**src/rtl/jt12_bus_writer.sv**
```systemverilog
// ============================================================================
// jt12_bus_writer
// Queues {part, register, data} commands and plays each one onto the jt12
// CPU write port as an address write followed by a data write. Each command
// waits for the chip busy flag to clear before it starts.
// Optional macro JT12_BUSY_TIMEOUT_EN: abort a command whose busy-wait lasts
// BUSY_TIMEOUT cycles and raise a sticky timeout flag.
// Revision: 1.0
// ============================================================================
`default_nettype none

module jt12_bus_writer #(
    parameter int FIFO_AW       = 2,
    parameter int STROBE_CYCLES = 2,
    parameter int BUSY_TIMEOUT  = 255
) (
    input  logic               clk,
    input  logic               rst_n,
    input  logic               cmd_valid,
    output logic               cmd_ready,
    input  logic               cmd_part,
    input  logic [7:0]         cmd_reg,
    input  logic [7:0]         cmd_data,
    output logic               cs_n,
    output logic               wr_n,
    output logic [1:0]         addr,
    output logic [7:0]         dout,
    input  logic               busy_in,
    output logic               idle,
    output logic [FIFO_AW:0]   fifo_level,
    output logic               timeout
);

    localparam int         c_DEPTH    = 1 << FIFO_AW;
    localparam logic [3:0] c_STB_LAST = 4'(STROBE_CYCLES - 1);
    localparam logic [15:0] c_BTO_LAST = 16'(BUSY_TIMEOUT - 1);

    typedef enum logic [2:0] {
        S_IDLE  = 3'd0,
        S_WAITB = 3'd1,
        S_A_SET = 3'd2,
        S_A_STB = 3'd3,
        S_GAP   = 3'd4,
        S_D_SET = 3'd5,
        S_D_STB = 3'd6,
        S_POST  = 3'd7
    } state_t;

    // ------------------------------------------------------------------
    // Command FIFO (first-word-fall-through)
    // ------------------------------------------------------------------
    logic [16:0]        r_mem [c_DEPTH];
    logic [FIFO_AW-1:0] r_wr_ptr;
    logic [FIFO_AW-1:0] r_rd_ptr;
    logic [FIFO_AW:0]   r_count;
    logic               w_full;
    logic               w_empty;
    logic               w_push;
    logic               w_pop;
    logic [16:0]        w_head;

    // Count never exceeds the depth, so its top bit alone marks full.
    assign w_full    = r_count[FIFO_AW];
    assign w_empty   = (r_count == '0);
    assign w_push    = cmd_valid & ~w_full;
    assign w_head    = r_mem[r_rd_ptr];
    assign cmd_ready = ~w_full;

    always_ff @(posedge clk or negedge rst_n) begin
        if (!rst_n) begin
            r_wr_ptr <= '0;
            r_rd_ptr <= '0;
            r_count  <= '0;
            for (int i = 0; i < c_DEPTH; i++) begin
                r_mem[i] <= '0;
            end
        end else begin
            if (w_push) begin
                r_mem[r_wr_ptr] <= {cmd_part, cmd_reg, cmd_data};
                r_wr_ptr        <= r_wr_ptr + 1'b1;
            end
            if (w_pop) begin
                r_rd_ptr <= r_rd_ptr + 1'b1;
            end
            case ({w_push, w_pop})
                2'b10:   r_count <= r_count + 1'b1;
                2'b01:   r_count <= r_count - 1'b1;
                default: r_count <= r_count;
            endcase
        end
    end

    // ------------------------------------------------------------------
    // Bus sequencer
    // ------------------------------------------------------------------
    state_t      r_state;
    logic [3:0]  r_cnt;
    logic [16:0] r_cur;
    logic        r_cs_n;
    logic        r_wr_n;
    logic [1:0]  r_addr;
    logic [7:0]  r_dout;
    logic        r_idle;
    logic        r_timeout;
    logic        w_bto_hit;

`ifdef JT12_BUSY_TIMEOUT_EN
    logic [15:0] r_bto;
    assign w_bto_hit = (r_bto == c_BTO_LAST);
`else
    logic w_unused_bto;
    assign w_unused_bto = ^c_BTO_LAST;
    assign w_bto_hit    = 1'b0;
`endif

    always_comb begin
        w_pop = 1'b0;
        if ((r_state == S_IDLE || r_state == S_WAITB) && !w_empty && !busy_in) begin
            w_pop = 1'b1;
        end
        // A timed-out head command is discarded rather than issued.
        if (r_state == S_WAITB && busy_in && w_bto_hit) begin
            w_pop = 1'b1;
        end
    end

    // Bus outputs are a registered decode of the current state, so the pins
    // trail the state register by one cycle.
    always_ff @(posedge clk or negedge rst_n) begin
        if (!rst_n) begin
            r_state   <= S_IDLE;
            r_cnt     <= '0;
            r_cur     <= '0;
            r_cs_n    <= 1'b1;
            r_wr_n    <= 1'b1;
            r_addr    <= '0;
            r_dout    <= '0;
            r_idle    <= 1'b1;
            r_timeout <= 1'b0;
`ifdef JT12_BUSY_TIMEOUT_EN
            r_bto     <= '0;
`endif
        end else begin
            r_idle <= (r_state == S_IDLE) && w_empty;
            case (r_state)
                S_IDLE: begin
                    r_cs_n <= 1'b1;
                    r_wr_n <= 1'b1;
                    r_cnt  <= '0;
                    if (!w_empty) begin
                        if (!busy_in) begin
                            r_cur   <= w_head;
                            r_state <= S_A_SET;
                        end else begin
                            r_state <= S_WAITB;
`ifdef JT12_BUSY_TIMEOUT_EN
                            r_bto   <= '0;
`endif
                        end
                    end
                end
                S_WAITB: begin
                    r_cs_n <= 1'b1;
                    r_wr_n <= 1'b1;
                    if (!busy_in) begin
                        r_cur   <= w_head;
                        r_state <= S_A_SET;
                    end
`ifdef JT12_BUSY_TIMEOUT_EN
                    else if (w_bto_hit) begin
                        r_timeout <= 1'b1;
                        r_state   <= S_IDLE;
                    end else begin
                        r_bto <= r_bto + 16'd1;
                    end
`endif
                end
                S_A_SET: begin
                    r_cs_n  <= 1'b0;
                    r_wr_n  <= 1'b1;
                    r_addr  <= {r_cur[16], 1'b0};
                    r_dout  <= r_cur[15:8];
                    r_cnt   <= c_STB_LAST;
                    r_state <= S_A_STB;
                end
                S_A_STB: begin
                    r_cs_n <= 1'b0;
                    r_wr_n <= 1'b0;
                    if (r_cnt == '0) begin
                        r_cnt   <= c_STB_LAST;
                        r_state <= S_GAP;
                    end else begin
                        r_cnt <= r_cnt - 4'd1;
                    end
                end
                S_GAP: begin
                    r_cs_n <= 1'b1;
                    r_wr_n <= 1'b1;
                    if (r_cnt == '0) begin
                        r_cnt   <= '0;
                        r_state <= S_D_SET;
                    end else begin
                        r_cnt <= r_cnt - 4'd1;
                    end
                end
                S_D_SET: begin
                    r_cs_n  <= 1'b0;
                    r_wr_n  <= 1'b1;
                    r_addr  <= {r_cur[16], 1'b1};
                    r_dout  <= r_cur[7:0];
                    r_cnt   <= c_STB_LAST;
                    r_state <= S_D_STB;
                end
                S_D_STB: begin
                    r_cs_n <= 1'b0;
                    r_wr_n <= 1'b0;
                    if (r_cnt == '0) begin
                        r_cnt   <= 4'd1;
                        r_state <= S_POST;
                    end else begin
                        r_cnt <= r_cnt - 4'd1;
                    end
                end
                S_POST: begin
                    // Two quiet cycles give the chip time to raise busy.
                    r_cs_n <= 1'b1;
                    r_wr_n <= 1'b1;
                    if (r_cnt == '0) begin
                        r_state <= S_IDLE;
                    end else begin
                        r_cnt <= r_cnt - 4'd1;
                    end
                end
                default: begin
                    r_state <= S_IDLE;
                end
            endcase
        end
    end

    assign cs_n       = r_cs_n;
    assign wr_n       = r_wr_n;
    assign addr       = r_addr;
    assign dout       = r_dout;
    assign idle       = r_idle;
    assign fifo_level = r_count;
    assign timeout    = r_timeout;

endmodule

`default_nettype wire

```
**config.mk**
```make
export PLATFORM = sky130hd
export DESIGN_NAME = jt12_bus_writer
export DESIGN_NICKNAME = d
export VERILOG_FILES = /design/src/rtl/jt12_bus_writer.sv
export SDC_FILE = /design/constraint.sdc
export NUM_CORES = 1
export LEC_CHECK = 0
export CAP_MARGIN = 20
export CELL_PAD_IN_SITES_DETAIL_PLACEMENT = 0
export CELL_PAD_IN_SITES_GLOBAL_PLACEMENT = 1
export CORE_ASPECT_RATIO = 2
export CORE_MARGIN = 2
export CORE_UTILIZATION = 25
export CTS_CLUSTER_DIAMETER = 30
export DETAILED_ROUTE_END_ITERATION = 6
export PLACE_DENSITY = 0.58
export SETUP_SLACK_MARGIN = 0.2
export SLEW_MARGIN = 20
export SYNTH_ARGS = -nofsm -noshare
export SYNTH_HDL_FRONTEND = slang
export SYNTH_SLANG_ARGS = --single-unit
```
**constraint.sdc**
```tcl
create_clock -name clk -period 6.1 [get_ports clk]
set_input_delay 1.22 -clock clk [delete_from_list [all_inputs] [get_ports clk]]
set_output_delay 1.22 -clock clk [all_outputs]
set_load 0.02 [all_outputs]
```
# Yosys cells after proc, flatten, opt, wreduce, memory -nomap -nowiden

Index checks and enable logic that the tools add are counted.

Add/sub/neg operators: 5
Magnitude comparators: 3
Eq/ne operators: 16
Multiplexer cells: 27
Bitwise operators: 4
Reduce and logical (&&, ||, !) cells: 22

Operators with widths:

| kind                                                                  | number |
|---|---|
| 17-bit two-way mux                                                    | 5 |
| 68-bit bitwise mux                                                    | 1 |
| 17-bit binary-select mux with 2-bit select                            | 1 |
| 17-bit demux with 2-bit select                                        | 1 |
| 17-bit case mux with 2 select lines                                   | 1 |
| 3-bit case mux with 8 select lines                                    | 1 |
| 4-bit case mux with 5 select lines                                    | 1 |
| 3-bit two-way mux                                                     | 6 |
| 8-bit case mux with 2 select lines                                    | 1 |
| 2-bit != test, second input constant                                  | 7 |
| 3-bit equality test, second input constant                            | 4 |
| 4-bit two-way mux                                                     | 3 |
| 4-bit OR reduction                                                    | 2 |
| 3-bit by 2-bit equality test with 1-bit output, second input constant | 2 |
| 3-bit greater-or-equal comparator, second input constant              | 2 |
| 3-bit logical NOT                                                     | 2 |
| 2-bit NOT with 3-bit output                                           | 2 |
| 3-bit case mux with 2 select lines                                    | 1 |
| 6-bit AND reduction                                                   | 1 |
| 2-bit nonzero test                                                    | 3 |
| 6-bit OR reduction                                                    | 1 |
| 5-bit nonzero test                                                    | 1 |
| 2-bit by 1-bit adder with 2-bit output, second input constant         | 2 |
| 1-bit logical AND                                                     | 4 |
| 18 further kinds                                                      | 22 |

Register bits after elaboration: 112
Bits of input ports: 21
Output and inout bits: 18

# Longest topological paths before layout

Depth in word-level cells: 7
Gate-level depth with buffers: 9

# Worst setup path before layout

OpenSTA, ideal clock, no wires.

Kind: input to register
From: input busy_in
To: register r_count[2] (netlist: fifo_level[2])
Setup time: 0.080 ns
Arrival: 2.589 ns
Setup slack: 3.430 ns
Stages on the path: 7
Path through: nor4_2 ha_1 inv_1 fa_1 xor2_1 nor2_1 xnor2_1

Longest elaborated chain between the ends: 5
Elaborated cells between the ends (all ways): 7

RTL lines:

| element                                                                               | line | source |
|---|---|---|
| from (decl)                                                                           | 28   | `input logic busy_in,` |
| 1-bit logical NOT (*)                                                                 | --   |  |
| 1-bit logical AND (*)                                                                 | 118  | `if ((r_state == S_IDLE \|\| r_state == S_WAITB) && !w_empty && !busy_in) begin` |
| 1-bit two-way mux (*)                                                                 | 118  |  |
| 2-bit by 1-bit equality test with 1-bit output or 2-bit equality test (tied branches) | 85   | `case ({w_push, w_pop})` |
| 3-bit case mux with 2 select lines or 2-bit nonzero test (tied branches)              | --   |  |
| to (signal assigned)                                                                  | 86   | `2'b10: r_count <= r_count + 1'b1;` |
| to (signal assigned)                                                                  | 87   | `2'b01: r_count <= r_count - 1'b1;` |
| to (signal assigned)                                                                  | 88   | `default: r_count <= r_count;` |
| to (decl)                                                                             | 55   | `logic [FIFO_AW:0] r_count;` |

Every way passes the cells marked *; elsewhere a longest branch is shown, timed or not.
A chain may end at the register's enable or synchronous reset.

# Worst setup path in the final report

From: input busy_in
To: register r_count[2] (netlist: fifo_level[2])

Longest elaborated chain between the ends: 5
Elaborated cells between the ends (all ways): 7

RTL lines:

| element                                                                               | line | source |
|---|---|---|
| 1-bit logical NOT (*)                                                                 | --   |  |
| 1-bit logical AND (*)                                                                 | 118  |  |
| 1-bit two-way mux (*)                                                                 | 118  |  |
| via w_pop                                                                             | 59   | `logic w_pop;` |
| 2-bit by 1-bit equality test with 1-bit output or 2-bit equality test (tied branches) | 85   |  |
| 3-bit case mux with 2 select lines or 2-bit nonzero test (tied branches)              | --   |  |

Mark *: on every way through the listed nets, which the timed path passes. The rest lies on a longest branch.

==> out/metrics.csv <==
metric,value,unit
Final TNS setup,0,ns
synth warn,1,
CTS tree,yes,
fraction of registers with async set/reset,100,%
DRT iter0 DRCs,167,
adder-cell share of the synthesized area,2.08,%
CORE AREA,20400,µm²
Avg Inst Size Synth,14.2,µm²
row count,74,
Bufs and invs on worst path,2,
"Max FO, Critical Path",4,
fin area,6070,µm²
"Slew Viols, Final",0,
ranking of synthesized cells by area,"dfrtp_1 (53%), mux2_2 (18%), mux4_1 (4.6%), mux4_2 (3.5%), a22o_1 (3.1%)",
antenna violations before repair,0,
NetSw,1.08,mW
Slowest cell on crit path,clkdlybuf4s50_1,
Synth Area in Simple Gates,5.76,%
Yosys cell types,41,
# setup viols final,0,
Routed Antenna Nets,0,
"Cell Area, Synth",5170,µm²
gp weighted congestion,0.729,
first-pass GRT wire length,18100,µm
Synth Area in Compound Gates,6.64,%
Logic pwr share,38.8,%
Total GRT Usage,10.7,%
main flop type after synthesis,dfrtp_1,
PD cells,534,nW/µm²
RSZ-0062 raised after global routing,no,
Area growth syn-to-layout,17.5,%
Clock Sinks,112,
Synth top cells by count,"dfrtp_1 (109), mux2_2 (84), a22o_1 (18)",
status,completed,
IO Count,39,
Via Count,3021,
Crit path largest cell delay,0.48,ns
Max H-tree Level,3,
most frequent cell after synthesis,dfrtp_1,
switch share,33.4,%
clock latency on the worst-skew pair,0.35,ns
Vias/cell,4.56,
number of gates resized after cts,0,
largest net degree at the start of global routing,61,
XOR/XNOR Fraction of Synth Area,1.53,%
Top Family by Delay on Critical Path,adder cells,
Post-synth EDFFs,0,
Crit path arrival time,3.24,ns
#FFs+latches synth,112,
routed wire length per instance,16.8,µm
largest area contributor in the netlist,dfrtp_1,
dpl ws,2.77,ns
die width,106,µm
Hold Buf Count CTS,0,
root buffer cell,clkbuf_16,
Die H,207,µm
post-CTS setup buffer count,0,
period utilisation layout,48.8,%
ratio of cells with drive above 1 in the final layout,31.2,%
Pint,2.16,mW
dpl cell area,5780,µm²
Mapped Cells,363,
"Seq/Total Area, Yosys",54.3,%
Max-Cap Viols,0,
clock-pin slew on the worst setup and hold paths,0.07,ns
Clk pwr share,17.8,%
largest family of logic cells by synthesized area,multiplexers,
Max Fclk,336,MHz
Critical Path Start Type,input pin,
setup ws final,3.13,ns
deepest clock path buffer count,2,
multiplexer area fraction after synthesis,26.6,%
sequential share of power,43.4,%
HP Class,reg -> reg,
crit path cell chain,"clkdlybuf4s50_1, nor4_2, ha_1, inv_1, fa_1, xor2_1, nor2_1, xnor2_1",
post-synth top area share,52.8,%
Final Skew,0.00557,ns
Worst-Margin Slew,0.882,ns
fill cell count,2084,
Syn Nets,392,
vias in the first global route,3246,
IO buf count,37,
post-detailed-route DRC marker count,0,
Nets,422,
gr ovfl total,0,
iteration count of the initial detailed-routing pass,4,
hold_ws,0.490,ns
Initial Utilization,25.4,%
final wirelength,11100,µm
worst path required time,6.37,ns
final worst path period need,2.97,ns
ANT cells,0,
critical path start-end classification,in -> reg,
Peak VDD IR,0.157,mV
final hold violations,0,
die area,21900,µm²
slew margin rel.,41.2,%
DP HPWL,7910,µm
LEAKAGE,2.56,nW
CTS Buf Count,9,
Critical Path Sink Type,register,
[cells in the final DEF, fill, tap and decap left out, drive strengths merged, types with 6 or more instances in the layout]
master / Yosys / layout
mux4: 17 / 17
xnor2: 6 / 6
dfrtp: 109 / 109
nand3b: 10 / 10
a22o: 18 / 18
nand2: 21 / 21
mux2: 85 / 85
o21ai: 7 / 7
a22oi: 9 / 9
clkdlybuf4s50: 0 / 36
ha: 7 / 7
clkbuf: 9 / 13
nor2: 7 / 7
inv: 12 / 12
[worst reg2reg max path, stage by stage, from the launching register on]
cell and delay, ns:
dfrtp_1 0.68, nor4_2 0.51, ha_1 0.26, inv_1 0.06, fa_1 0.37, xor2_1 0.15, nor2_1 0.12, xnor2_1 0.13
[path summary, 6_finish.rpt]
check                      slack, ns             to        from  cells past startpoint
min in group asynchronous       0.95      r_mem[51]       rst_n                      1
max                             3.13  fifo_level[2]     busy_in                      8
max reg2reg                     3.76  fifo_level[2]  r_state[2]                      7
min                             0.49      r_mem[39]   r_mem[39]                      1
max in group asynchronous       3.97      r_mem[46]       rst_n                      2
min reg2reg                     0.49      r_mem[39]   r_mem[39]                      1
[area by class of cell]
type	instances	area, µm²	area share (%)
clock buffer	13	280	4.62
clock inverter	2	12.5	0.206
sequential	112	2810	46.2
inverter	12	45.0	0.742
timing repair buffer	40	390	6.43
multi-input combinational	218	2200	36.3
tap	266	333	5.48
[routing by layer]
layer | wire length [µm] | GRT usage [%] | vias to the layer above
li1 | - | - | 1391
met1 | 4350 | 11.6 | 1571
met2 | 6240 | 19.6 | 42
met3 | 162 | 1.38 | 17
met4 | 363 | 5.81 | 0
met5 | 0 | 0 | -
[logic make-up after synthesis]
family,after synthesis
and+or+nand+nor,51
buffers and inverters,33
DFF,112
other,1
xor gates and xnor gates,9
AOI/OAI and AO/OA,47
adders and majority gates,8
muxes,102
[stage by stage]
step                      util, %  instances  power, mW
after floorplan                 -        363       2.30
after global placement       28.4        648       2.65
after detailed placement     28.4        648       2.71
after CTS                    29.8        663       3.30
after global routing         29.8        663       3.47
final                        29.8        663       3.24
[state kept, by name, indices dropped and copies added (netlist names), 2 cells and up]
register,cells
dout,8
r_wr_ptr,2
r_state,3
r_rd_ptr,2
fifo_level,3
r_mem,68
addr,2
r_cur,17
r_cnt,4
[power groups by stage]
stage | sequential [mW] | combinational, mW | clock [mW]
2_1_floorplan | 1.34 | 0.958 | 0
4_1_cts | 1.41 | 1.29 | 0.600
6_report | 1.41 | 1.26 | 0.576
5_1_grt | 1.46 | 1.38 | 0.627
3_3_place_gp | 1.41 | 1.24 | 0
3_5_place_dp | 1.43 | 1.28 | 0
Note: power is estimated with default switching activity, not from simulation.
